`config.mk`:
```
export PLATFORM = sky130hd
export DESIGN_NAME = ahb_read_mux_n
export DESIGN_NICKNAME = d
export VERILOG_FILES = /design/src/rtl/ahb_read_mux_n.sv
export SDC_FILE = /design/constraint.sdc
export NUM_CORES = 1
export LEC_CHECK = 0
export CELL_PAD_IN_SITES_DETAIL_PLACEMENT = 2
export CELL_PAD_IN_SITES_GLOBAL_PLACEMENT = 2
export CORE_MARGIN = 2
export CORE_UTILIZATION = 13
export DETAILED_ROUTE_END_ITERATION = 8
export HOLD_SLACK_MARGIN = 0.15
export MAX_ROUTING_LAYER = met4
export PLACE_DENSITY = 0.89
export SLEW_MARGIN = 20
export SYNTH_ARGS = -nofsm -noshare
export SYNTH_HDL_FRONTEND = slang
export SYNTH_SLANG_ARGS = --single-unit
```
`constraint.sdc`:
```
create_clock -name CLK -period 2 [get_ports CLK]
set_input_delay 0.4 -clock CLK [delete_from_list [all_inputs] [get_ports CLK]]
set_output_delay 0.4 -clock CLK [all_outputs]
set_load 0.05 [all_outputs]
```
`src/rtl/ahb_read_mux_n.sv`:
```
// ahb_read_mux_n: AHB read-response mux for NUM_SLAVES slaves with a data-phase select register,
// a built-in default slave (two-cycle ERROR for unmapped selects) and a saturating error counter.
//   CLK, RST (async, active-low)       clock and reset
//   SEL, HTRANS                        address-phase select and transfer type
//   HRDATA_BUS/HREADYOUT_BUS/HRESP_BUS packed per-slave responses (slave k at slice k)
//   HRDATA/HREADY/HRESP                muxed response to the master
//   ERR_COUNT                          default-slave ERROR responses issued, saturating
module ahb_read_mux_n #(
    parameter int NUM_SLAVES = 3,
    parameter int DATA_WIDTH = 32,
    parameter int SEL_WIDTH  = 2,
    parameter int CNT_WIDTH  = 8
) (
    input  logic                             CLK,
    input  logic                             RST,
    input  logic [SEL_WIDTH-1:0]             SEL,
    input  logic [1:0]                       HTRANS,
    input  logic [NUM_SLAVES*DATA_WIDTH-1:0] HRDATA_BUS,
    input  logic [NUM_SLAVES-1:0]            HREADYOUT_BUS,
    input  logic [NUM_SLAVES-1:0]            HRESP_BUS,
    output logic [DATA_WIDTH-1:0]            HRDATA,
    output logic                             HREADY,
    output logic                             HRESP,
    output logic [CNT_WIDTH-1:0]             ERR_COUNT
);
    typedef enum logic [1:0] {D_IDLE, D_SLAVE, D_ERR1, D_ERR2} state_t;
    state_t                state_q, state_d;
    logic [SEL_WIDTH-1:0]  sel_q, sel_d;
    logic [CNT_WIDTH-1:0]  cnt_q, cnt_d;
    logic [DATA_WIDTH-1:0] s_data;
    logic                  s_rdy, s_resp, in_range, unused_htrans;
    assign unused_htrans = HTRANS[0];
    assign in_range = 32'(SEL) < 32'(NUM_SLAVES);
    // Explicit compare loop keeps the select lint-clean for any NUM_SLAVES vs SEL_WIDTH
    always_comb begin
        s_data = '0;
        s_rdy  = 1'b1;
        s_resp = 1'b0;
        for (int k = 0; k < NUM_SLAVES; k++)
            if (sel_q == SEL_WIDTH'(k)) begin
                s_data = HRDATA_BUS[k*DATA_WIDTH +: DATA_WIDTH];
                s_rdy  = HREADYOUT_BUS[k];
                s_resp = HRESP_BUS[k];
            end
    end
    assign HRDATA    = (state_q == D_SLAVE) ? s_data : '0;
    assign HREADY    = (state_q == D_SLAVE) ? s_rdy : (state_q != D_ERR1);
    assign HRESP     = (state_q == D_SLAVE) ? s_resp : (state_q == D_ERR1 || state_q == D_ERR2);
    assign ERR_COUNT = cnt_q;
    // D_ERR1 drives HREADY low itself, so it must advance regardless of HREADY
    always_comb begin
        state_d = state_q;
        sel_d   = sel_q;
        if (state_q == D_ERR1)
            state_d = D_ERR2;
        else if (HREADY) begin
            state_d = !HTRANS[1] ? D_IDLE : (in_range ? D_SLAVE : D_ERR1);
            sel_d   = (HTRANS[1] && in_range) ? SEL : sel_q;
        end
        cnt_d = (state_d == D_ERR1 && cnt_q != '1) ? cnt_q + CNT_WIDTH'(1) : cnt_q;
    end
    always_ff @(posedge CLK or negedge RST)
        if (!RST) begin
            state_q <= D_IDLE;
            sel_q   <= '0;
            cnt_q   <= '0;
        end else begin
            state_q <= state_d;
            sel_q   <= sel_d;
            cnt_q   <= cnt_d;
        end
endmodule

```
==> metrics.cfg <==
[yosys]
synthMuxAreaShare = 0.249
ys_warn_count = 0
syn_nets = 314
synth_top_family_by_area = simple AND/OR/NAND/NOR gates
syn_avg_cell_area_sq_um = 6.98
yosys.area_share.simple = 0.271
synth_edf_count = 0
netlist_area_sq_um = 1430
ys.flop_type = dfrtp_1
synth_top_area_frac = 0.231
synth-adder-area-share = 0.00875
yosys-top-cells-area = mux2i_1, dfrtp_1, nor2_1
synth_cells = 205
synthTopCellsByCount = nor2_1, a21oi_1, mux2i_1
ys_seq_elements = 12
synthArstFlopShare = 1.00
synth_compound_area_frac = 0.157
yosysMostFrequentCell = nor2_1
synth_cell_types = 30
yosysSeqAreaShare = 0.210
synth-xor-area-share = 0.0429
yosysTopAreaCell = mux2i_1

[global_route]
antenna_found_initial = 0
grt_pass1_vias = 2456
grt_pass1_wl_mm = 12.7
grt_max_degree = 27
grt-ovfl-total = 0
grt_use_total = 0.142

[place]
io_buffer_count = 148
hpwlAfterDp_mm = 7.16
place.gp.congestion = 0.727
dp.cells = 494

[clocking]
ctsHoldBuffers = 0
cts_tree = built
cts.sinks = 12
cts_max_level = 1
worstSkewPairLatency_ns = 0.24
clkSlewWorstSetupHoldPaths_ns = 0.05
cts_made_buffers = 3
max-clock-path-buffers = 2
root_buffer = clkbuf_8

[routing]
totalWireLength_mm = 8.90
via_count = 2174
detail_route.vias_per_cell = 4.32
drt-initial-drc-count = 27
wl_per_cell_microns = 17.7
dr.pass1.iters = 4
ant_nets = 0
drc = 0

[final_layout]
fin_util = 0.377
drive_gt1_frac = 0.399
area_growth_pct = 185
num_antenna_cells = 0
regArea_sq_um = 307
fin_nets = 473
fillers = 1159
multi_input_comb_area_sq_um = 1440
fin_cells = 503

[floorplan]
die_h_microns = 109
initial_core_util = 0.133
core_sq_um = 10800
die_area_sq_um = 11900
fp.dieW_microns = 109
num_rows = 38
io_pins = 150

[sta]
fmax_mhz = 480
final_max_slew_viol_count = 0
worst_slew_pin_slew_ns = 0.557
rsz0062_at_grt = yes
period_share = 1.04
min_period_ns = 2.08
skew_ns = 0.00816
setup_ws_ns = -0.0815
timing.slew.headroom = 0.627
finalHoldViolCount = 0
finalSetupViolations = 31

[power_and_ir_drop]
p_per_area_nw_per_um2 = 1560
p_leak_nw = 1.59
irDropWorstVdd_mv = 0.791

[critical_path]
startpoint = sel_q[1]
end_kind = primary output
crit_top_cell = buf_12
max_stage_delay_ns = 0.57
crit_type = register to primary output
crit_arrival_ns = 1.68
reg2reg_setup_slack_ns = 0.14
cp-start-kind = register
crit_fanout = 7
required_ns = 1.60
crit-reg2reg-launch = sel_q[0]
path_cells = nor2b_4 -> buf_12 -> clkbuf_16 -> a21oi_2 -> nor2_4 -> buf_12
cp_slowest_cell = dfrtp_4

[run]
maxCapViolCount = 0

[worst_hold_path]
hp-start = ERR_COUNT[4]
min_path_type = register to register

[run_status]
status = finished, violations left
violations = negative setup slack

==> cell families after synthesis <==
kind of cell,count (synthesis)
buffers and inverters,19
AO/OA/AOI/OAI,40
flip-flops,12
adder cells (fa/ha/maj),1
multiplexers,35
XOR/XNOR,7
AND/OR/NAND/NOR,91
==> worst paths after layout <==
kind	endpoint	cells after the start
worst max-delay path	HRDATA[14]	6
worst min-delay path	ERR_COUNT[4]	1
worst max register to register	ERR_COUNT[1]	5
worst min register to register	ERR_COUNT[4]	1
max in group asynchronous	sel_q[1]	1
min in group asynchronous	ERR_COUNT[4]	1
==> power by group <==
part | internal, mW | switching, mW
combinational | 2.57 | 3.08
sequential | 0.331 | 0.158
clock | 0.140 | 0.0863
total | 3.05 | 3.32
==> sequential cells by signal, indices dropped and copies added (netlist names) <==
signal,flops
state_q,2
sel_q,2
ERR_COUNT,8
==> layout by cell type (no fill, tap or decap), types with 5 or more instances in the layout <==
master,n
a21oi_2,28
nor3_1,5
nor2_4,24
buf_12,40
dfrtp_1,9
mux2i_1,27
buf_4,18
xor2_1,7
nor2_2,11
clkdlybuf4s50_1,108
nor2_1,30
nand2_1,5
==> area by class of cell <==
| class | count | share of cell area |
|---|---|---|
| well taps | 140 | 0.0430 |
| multi-input cells | 174 | 0.354 |
| clock buffers | 4 | 0.0111 |
| repair buffers | 170 | 0.514 |
| inverters | 3 | 0.00277 |
| flip-flops and latches | 12 | 0.0753 |
==> critical path, delay by kind of cell, from the launching register on <==
| kind | cells | cell delay, ns |
|---|---|---|
| DFF | 1 | 0.57 |
| buffers and inverters | 3 | 0.44 |
| and+or+nand+nor | 2 | 0.35 |
| AOI/OAI and AO/OA | 1 | 0.07 |
==> metrics by stage <==
step           hold slack, ns  cell area [sq um]  setup WS (ns)  TNS (ns)  power (mW)
3_3_place_gp            0.488               3720        -0.0293   -0.0293        5.47
4_1_cts                 0.501               3870        -0.0757     -1.27        6.03
2_1_floorplan           0.104               1630       -0.00932   -0.0559        3.28
5_1_grt                 0.523               4070         -0.152     -4.01        6.72
6_report                0.496               4070        -0.0815     -1.10        6.37
3_5_place_dp            0.489               3720        -0.0588   -0.0793        5.60
==> repair_timing <==
item,4_1_cts,5_1_grt
pin swaps,0,5
resized for setup,27,30
setup buffers,1,1
endpoints found under the setup margin,34,34
cloned,0,3
==> metal layers <==
layer	vias to the layer above	track usage	share of wire
met5	-	-	0
met1	1040	0.141	0.35
li1	1027	-	-
met2	99	0.277	0.55
met3	8	0.0329	0.085
met4	0	0.0311	0.011
No activity file was read; power rests on OpenSTA's default activity.
